**config.mk**
```make
export PLATFORM = sky130hd
export DESIGN_NAME = multi_word_loader
export DESIGN_NICKNAME = d
export VERILOG_FILES = /design/src/rtl/multi_word_loader_pkg.sv /design/src/rtl/multi_word_loader_nibble_mux.sv /design/src/rtl/multi_word_loader.sv
export SDC_FILE = /design/constraint.sdc
export NUM_CORES = 1
export LEC_CHECK = 0
export CORE_ASPECT_RATIO = 1.2
export CORE_MARGIN = 5
export CORE_UTILIZATION = 30
export DETAILED_ROUTE_END_ITERATION = 10
export HOLD_SLACK_MARGIN = 0.15
export PLACE_DENSITY_LB_ADDON = 0.3
export SYNTH_ARGS = -nofsm -noshare
export SYNTH_HDL_FRONTEND = slang
export SYNTH_HIERARCHICAL = 1
export SYNTH_SLANG_ARGS = --single-unit
```
**constraint.sdc**
```tcl
create_clock -name clk -period 3.2 [get_ports clk]
set_input_delay 0.48 -clock clk [delete_from_list [all_inputs] [get_ports clk]]
set_output_delay 0.48 -clock clk [all_outputs]
set_load 0.01 [all_outputs]
```
**src/rtl/multi_word_loader_pkg.sv**
```systemverilog
// rtl/multi_word_loader_pkg.sv - shared state encoding and out_byte field layout
package multi_word_loader_pkg;

    typedef enum logic [1:0] {
        ST_IDLE = 2'd0,
        ST_SEND = 2'd1,
        ST_DONE = 2'd2
    } state_e;

    localparam int OB_MODE_MSB = 7;
    localparam int OB_MODE_LSB = 5;
    localparam int OB_RDY      = 4;
    localparam int OB_NIB_MSB  = 3;
    localparam int OB_NIB_LSB  = 0;

endpackage

```
**src/rtl/multi_word_loader_nibble_mux.sv**
```systemverilog
// rtl/multi_word_loader_nibble_mux.sv - combinational selection of nibble k of a W-bit word
module nibble_mux #(
    parameter int W  = 32,
    parameter int KW = $clog2(W / 4)
) (
    input  logic [W-1:0]  word,
    input  logic [KW-1:0] k,
    output logic [3:0]    nib
);

    always_comb begin
        nib = 4'(word >> {k, 2'b00});
    end

endmodule

```
**src/rtl/multi_word_loader.sv**
```systemverilog
// rtl/multi_word_loader.sv - latches a multi-word payload and streams it out one tagged nibble per enabled cycle
module multi_word_loader
    import multi_word_loader_pkg::*;
#(
    parameter int W      = 32,
    parameter int NWORDS = 2
) (
    input  logic                  clk,
    input  logic                  rst_n,
    input  logic                  start,
    input  logic                  ena,
    input  logic                  abort,
    input  logic [2:0]            mode,
    input  logic                  lsb_first,
    input  logic [NWORDS*W-1:0]   words,
    output logic                  busy,
    output logic                  done,
    output logic [7:0]            out_byte
);

    localparam int NPW = W / 4;
    localparam int KW  = $clog2(NPW);
    localparam int WIW = (NWORDS > 1) ? $clog2(NWORDS) : 1;
    localparam logic [KW-1:0]  LAST_NIB  = KW'(NPW - 1);
    localparam logic [WIW-1:0] LAST_WORD = WIW'(NWORDS - 1);

    state_e                state_q, state_d;
    logic [KW-1:0]         nib_cnt_q, nib_cnt_d;
    logic [WIW-1:0]        word_idx_q, word_idx_d;
    logic [NWORDS*W-1:0]   words_q, words_d;
    logic [2:0]            mode_q, mode_d;
    logic                  lsb_first_q, lsb_first_d;
    logic [7:0]            out_byte_q, out_byte_d;
    logic                  done_q, done_d;

    logic [W-1:0]          cur_word;
    logic [KW-1:0]         nib_sel;
    logic [3:0]            nib;

    // nib_cnt is the position within the word; nib_sel maps it to the physical nibble
    assign cur_word = W'(words_q >> (word_idx_q * W));
    assign nib_sel  = lsb_first_q ? nib_cnt_q : (LAST_NIB - nib_cnt_q);

    nibble_mux #(.W(W), .KW(KW)) u_nibble_mux (
        .word (cur_word),
        .k    (nib_sel),
        .nib  (nib)
    );

    always_comb begin
        state_d     = state_q;
        nib_cnt_d   = nib_cnt_q;
        word_idx_d  = word_idx_q;
        words_d     = words_q;
        mode_d      = mode_q;
        lsb_first_d = lsb_first_q;
        out_byte_d  = out_byte_q;
        done_d      = 1'b0;

        if (abort) begin
            state_d    = ST_IDLE;
            out_byte_d = '0;
        end else if (ena) begin
            case (state_q)
                ST_IDLE: begin
                    if (start) begin
                        words_d     = words;
                        mode_d      = mode;
                        lsb_first_d = lsb_first;
                        nib_cnt_d   = '0;
                        word_idx_d  = '0;
                        state_d     = ST_SEND;
                    end
                end
                ST_SEND: begin
                    out_byte_d                         = '0;
                    out_byte_d[OB_MODE_MSB:OB_MODE_LSB] = mode_q;
                    out_byte_d[OB_RDY]                  = 1'b1;
                    out_byte_d[OB_NIB_MSB:OB_NIB_LSB]   = nib;
                    if (nib_cnt_q == LAST_NIB) begin
                        nib_cnt_d = '0;
                        if (word_idx_q == LAST_WORD) begin
                            state_d = ST_DONE;
                        end else begin
                            word_idx_d = word_idx_q + 1'b1;
                        end
                    end else begin
                        nib_cnt_d = nib_cnt_q + 1'b1;
                    end
                end
                ST_DONE: begin
                    out_byte_d = '0;
                    done_d     = 1'b1;
                    state_d    = ST_IDLE;
                end
                default: begin
                    out_byte_d = '0;
                    state_d    = ST_IDLE;
                end
            endcase
        end
    end

    always_ff @(posedge clk or negedge rst_n) begin
        if (!rst_n) begin
            state_q     <= ST_IDLE;
            nib_cnt_q   <= '0;
            word_idx_q  <= '0;
            words_q     <= '0;
            mode_q      <= '0;
            lsb_first_q <= 1'b0;
            out_byte_q  <= '0;
            done_q      <= 1'b0;
        end else begin
            state_q     <= state_d;
            nib_cnt_q   <= nib_cnt_d;
            word_idx_q  <= word_idx_d;
            words_q     <= words_d;
            mode_q      <= mode_d;
            lsb_first_q <= lsb_first_d;
            out_byte_q  <= out_byte_d;
            done_q      <= done_d;
        end
    end

    assign busy     = (state_q != ST_IDLE);
    assign done     = done_q;
    assign out_byte = out_byte_q;

endmodule

```
Word level (Yosys, flattened, before mapping)
Cells that the tools add are included.
Word-level totals
  flip-flop bits (word level): 83
  latch bits: 0
  memory bits (writable): 0
  ROM bits: 0
  bits of input ports: 73
  output and inout bits: 10
  word-level logic and storage cells: 52
  memories kept: 0
Operators by class
  $add $sub $neg: 3
  multiply operators: 0
  divide/modulo/power cells: 0
  order comparisons: 0
  equality and inequality tests: 9
  shift operators: 2
  muxes and demuxes: 20
  bitwise gates (word level): 1
  reductions and logical operators: 9
Operators by type and width (number)
  right shift 64 x 6 -> 32 bit: 1
  right shift 32 x 5 -> 4 bit: 1
  2-to-1 mux 8 bit: 2
  case mux 8 bit (2 select lines): 1
  AND reduction 4 bit: 3
  2-to-1 mux 2 bit: 5
  2-to-1 mux 3 bit: 3
  inequality test 3 bit (second input constant): 3
  2-to-1 mux 1 bit: 6
  inequality test 2 bit (second input constant): 3
  case mux 3 bit (2 select lines): 1
  nonzero test 2 bit: 3
  AND reduction 5 bit: 1
  case mux 2 bit (2 select lines): 1
  adder 3 x 1 -> 3 bit (second input constant): 1
  == test 3 bit (second input constant): 1
  subtractor 3 bit (first input constant): 1
  == test 2 x 1 -> 1 bit (second input constant): 1
  == test 2 bit (second input constant): 1
  logical NOT 2 bit: 1
  case mux 1 bit (2 select lines): 1
  AND reduction 2 bit: 1
  adder 1 bit (second input constant): 1
  NOT 1 bit: 1

Depth between registers and ports, before layout
  depth after elaboration: 6
  gate-level depth with buffers: 7

By module
Netlist, hierarchy kept.
By module, submodules not included
  multi_word_loader: times used 1, cells an instance 258, area each 3714.8 um^2, sequential area each 2077.0 um^2
  nibble_mux: times used 1, cells an instance 14, area each 270.3 um^2, sequential area each 0.0 um^2

Worst setup path before layout
OpenSTA, ideal clock, no wires.
  path kind: reg-to-reg
  from: reg word_idx_q
  to: reg out_byte_q[1], in the netlist out_byte[1]
  library setup time: 132 ps
  arrival: 2199 ps
  required time: 3068 ps
  path slack: 869 ps
  cell stages (with the launch flop): 8
  path buffers: 2
  cell sequence: dfrtp_1 -> clkbuf_1 -> buf_1 -> mux2_2 -> mux4_1 -> mux2_2 -> a31oi_1 -> o21ai_0
On the way
  cells in the longest elaborated chain, start to end: 5
RTL lines
  from (decl): line multi_word_loader.sv:29  | logic [WIW-1:0] word_idx_q, word_idx_d;
  from (signal assigned): line multi_word_loader.sv:117  | word_idx_q <= word_idx_d;
  right shift 64 x 6 -> 32 bit: line multi_word_loader.sv:41  | assign cur_word = W'(words_q >> (word_idx_q * W));
  via cur_word[5]: line multi_word_loader.sv:36  | logic [W-1:0] cur_word;
  right shift 32 x 5 -> 4 bit: line multi_word_loader_nibble_mux.sv:12  | nib = 4'(word >> {k, 2'b00});
  via nib[1]: line multi_word_loader.sv:38  | logic [3:0] nib;
  case mux 8 bit (2 select lines): line multi_word_loader.sv:64  | case (state_q)
  2-to-1 mux 8 bit: line multi_word_loader.sv:63  | end else if (ena) begin
  2-to-1 mux 8 bit: line multi_word_loader.sv:60  | if (abort) begin
  to (signal assigned): line multi_word_loader.sv:121  | out_byte_q <= out_byte_d;
  to (decl): line multi_word_loader.sv:33  | logic [7:0] out_byte_q, out_byte_d;
The timed path passes the listed nets, and every way through them passes these cells. The select of a mux whose other input is x is not followed.
A chain may end at the register's enable or synchronous reset.

Worst setup path after layout
  from: reg word_idx_q
  to: reg out_byte_q[0], in the netlist out_byte[0]
Same word-level chain as after synthesis.

==> impl_metrics.py <==
metrics = {
    "status": {
        "outcome": "finished, final reports clean",
    },
    "layout": {
        "fillers": 1250,
        "final_core_utilization": 0.406,
        "layoutNonFillerInstCount": 527,
        "flow.area_growth_from_synthesis_pct": 33.6,
        "nets": 429,
        "antenna-diode-count": 0,
        "share_of_final_layout_standard_cells_stronger_than_drive_strength_1": 0.368,
    },
    "flow_run": {
        "max_cap_violations": 0,
    },
    "power": {
        "total_power_w": 0.00328,
        "leakage_nw": 2.24,
        "power_per_cell_area_nw_per_um2": 617,
        "power.ir.vdd_worst_mv": 0.313,
    },
    "floorplanning": {
        "num_io_pins": 83,
        "die-height_microns": 136,
        "floorplan.die_area_sq_um": 15700,
        "initial_utilization": 0.304,
        "die_width_microns": 115,
        "floorplan.rows": 46,
        "core-area_sq_um": 13100,
    },
    "clocking": {
        "cts-buffers-inserted": 9,
        "cts_hold_repair.buffers": 0,
        "cts-root-to-sink-buffers": 2,
        "cts.htree.levels": 3,
        "clock_insertion_delay_worst_skew_ns": 0.33,
        "cts-root-buf": "clkbuf_16",
        "cts_tree": "yes",
        "tritoncts_num_sinks": 83,
        "number_of_buffers_inserted_by_post_cts_setup_repair": 0,
        "cts_resized": 0,
        "clk_transition_reported_paths_ns": 0.06,
    },
    "synth": {
        "synth-edff-count": 0,
        "synthesis.yosys.warnings": 6,
        "ys_top_cells_by_count": "mux2_2, dfrtp_1, mux2_4",
        "synth_most_common_cell": "mux2_2",
        "avgSynthCellArea_sq_um": 14.7,
        "synth_sequential_area_ratio": 0.521,
        "netlist.top_cell.by_area": "dfrtp_1",
        "syn_inst": 272,
        "netlist-cell-type-count": 31,
        "ys_top_cells_by_area": "dfrtp_1, mux2_2, mux4_1, mux2_4, nor2b_1",
        "synth_top_cell_area_share": 0.521,
        "area_of_the_mapped_netlist_sq_um": 3990,
        "postSynthNetCount": 347,
        "postSynth.asyncResetShare": 1.00,
        "yosys_register_bits": 83,
        "most_used_flip_flop_cell_after_synthesis": "dfrtp_1",
    },
    "critical_path": {
        "r2r_cells": 6,
        "beginning_of_the_worst_register_to_register_path": "word_idx_q",
        "worst_r2r_end": "out_byte[0]",
        "worst-endpoint-required_ns": 3.40,
        "worstSetupStartpointType": "flip-flop",
        "crit_arrival_ns": 2.69,
        "setup.worst_path.end": "out_byte[0]",
        "worst-setup-path-type": "flip-flop to flip-flop",
        "path_max_fanout": 10,
        "end_kind": "flip-flop",
        "cp-startpoint": "word_idx_q",
        "r2r_setup_slack_ns": 0.71,
    },
    "global_route": {
        "globalRouteOverflowTotal": 0,
        "global_route_wire_length_before_repair_mm": 14.0,
        "grt_max_degree": 84,
        "grt_antenna_before_repair": 0,
        "overall_global_routing_usage": 0.117,
        "first_global_vias": 2619,
    },
    "placement": {
        "dpl.hpwl_mm": 6.15,
        "io_port_bufs": 82,
        "finalWeightedCongestion": 0.730,
        "numPlacedInstances": 511,
        "dp_slack_ns": 0.628,
    },
    "timing": {
        "timing_worst_slew_pin_value_ns": 1.06,
        "fin_crit_period_ns": 2.49,
        "number_of_endpoints_with_negative_hold_slack_in_the_final_report": 0,
        "finalSetupViolations": 0,
        "layout_setup_ws_ns": 0.714,
        "setup_tns_after_final_layout_ns": 0,
        "max_clock_freq_mhz": 402,
        "min_period_over_period": 0.777,
        "setup_repair_after_global_routing_missed_its_margin": "no",
        "slew-limit-headroom": 0.292,
        "clock_skew_ns": 0.00782,
        "max_slew_violation_count": 0,
    },
    "min_path": {
        "holdCritPathClass": "primary input to async pin",
    },
    "route": {
        "post_drt_via_cell_ratio": 4.57,
        "drt_wl_total_mm": 8.65,
        "vias": 2410,
        "ant_nets": 0,
        "average_routed_wire_per_standard_cell_microns": 16.4,
        "drc_errors_left": 0,
        "drt_first_iter_violations": 113,
        "drtPass1Iterations": 4,
    },
}
-- layer usage --
| metal | up-vias | GRT usage | routed length, microns | part of all wire |
|---|---|---|---|---|
| li1 | 1163 | - | - | - |
| met1 | 1191 | 0.151 | 3790 | 0.44 |
| met2 | 46 | 0.184 | 4300 | 0.50 |
| met3 | 10 | 0.0289 | 397 | 0.046 |
| met4 | 0 | 0.0548 | 164 | 0.019 |
| met5 | - | 0 | 0 | 0 |
-- worst min-delay path by stage --
stage / start / end / slack, ns
floorplan: rst_n / done / 0.18
global placement: out_byte[1] / out_byte[1] / 0.48
detailed placement: words_q[33] / words_q[33] / 0.49
CTS: rst_n / words_q[48] / 0.39
global route: rst_n / words_q[1] / 0.45
finish: rst_n / words_q[37] / 0.34
-- stage by stage --
stage | area (sq um) | hold slack, ns
after floorplan | 3990 | 0.184
final | 5320 | 0.336
after global placement | 4990 | 0.482
after detailed placement | 4990 | 0.489
after CTS | 5320 | 0.388
after global routing | 5320 | 0.449
-- layout by cell type (no fill, tap or decap), types with 2 or more instances in the layout --
master,instances
a21oi_1,2
a31oi_1,7
buf_12,2
buf_4,5
bufinv_16,2
clkbuf_16,9
clkbuf_8,2
clkdlybuf4s50_1,81
dfrtp_1,83
ha_1,2
mux2_2,99
mux2_4,9
mux4_1,8
nand2_1,8
nand2b_1,2
nor2_1,3
nor2b_1,8
nor3b_1,2
o21ai_0,7
xnor2_1,3
-- kinds of logic (layout without fill, tap and decap cells) --
kind of cell             count (synthesis)  in the layout  share of synthesized area
adder cells (fa/ha/maj)                  2              2                    0.00628
AND/OR/NAND/NOR                         31             31                     0.0458
flip-flops                              83             83                      0.521
AO/OA/AOI/OAI                           19             19                     0.0283
buffers and inverters                   18            105                     0.0254
XOR/XNOR                                 3              3                    0.00659
multiplexers                           116            116                      0.366
-- report_power, final --
group,leakage [nW],internal [W],switching [W]
clock network,0.159,0.000725,0.000400
registers,1.01,0.00127,0.000121
logic,1.06,0.000508,0.000255
total,2.24,0.00251,0.000776
-- worst max-delay path, cell delays in order (launching register included) --
cell	delay (ns)
dfrtp_1	0.64
buf_4	0.28
mux2_2	0.35
mux4_1	0.53
mux2_2	0.30
a31oi_1	0.16
o21ai_0	0.09
-- area by class of cell --
type | count | area (sq um) | share of cell area
Tap cell | 168 | 210 | 0.0395
Clock buffer | 12 | 256 | 0.0482
Multi-Input combinational cell | 171 | 1820 | 0.341
Sequential cell | 83 | 2080 | 0.390
Clock inverter | 4 | 72.6 | 0.0136
Inverter | 1 | 3.75 | 0.000705
Timing Repair Buffer | 88 | 888 | 0.167
-- registers in the layout, summed over array words and instances (netlist names) --
name and count:
word_idx_q 1, mode_q 3, nib_cnt_q 3, state_q 2
done 1, out_byte 8, words_q 64, lsb_first_q 1
(Power assumes the default switching activity.)
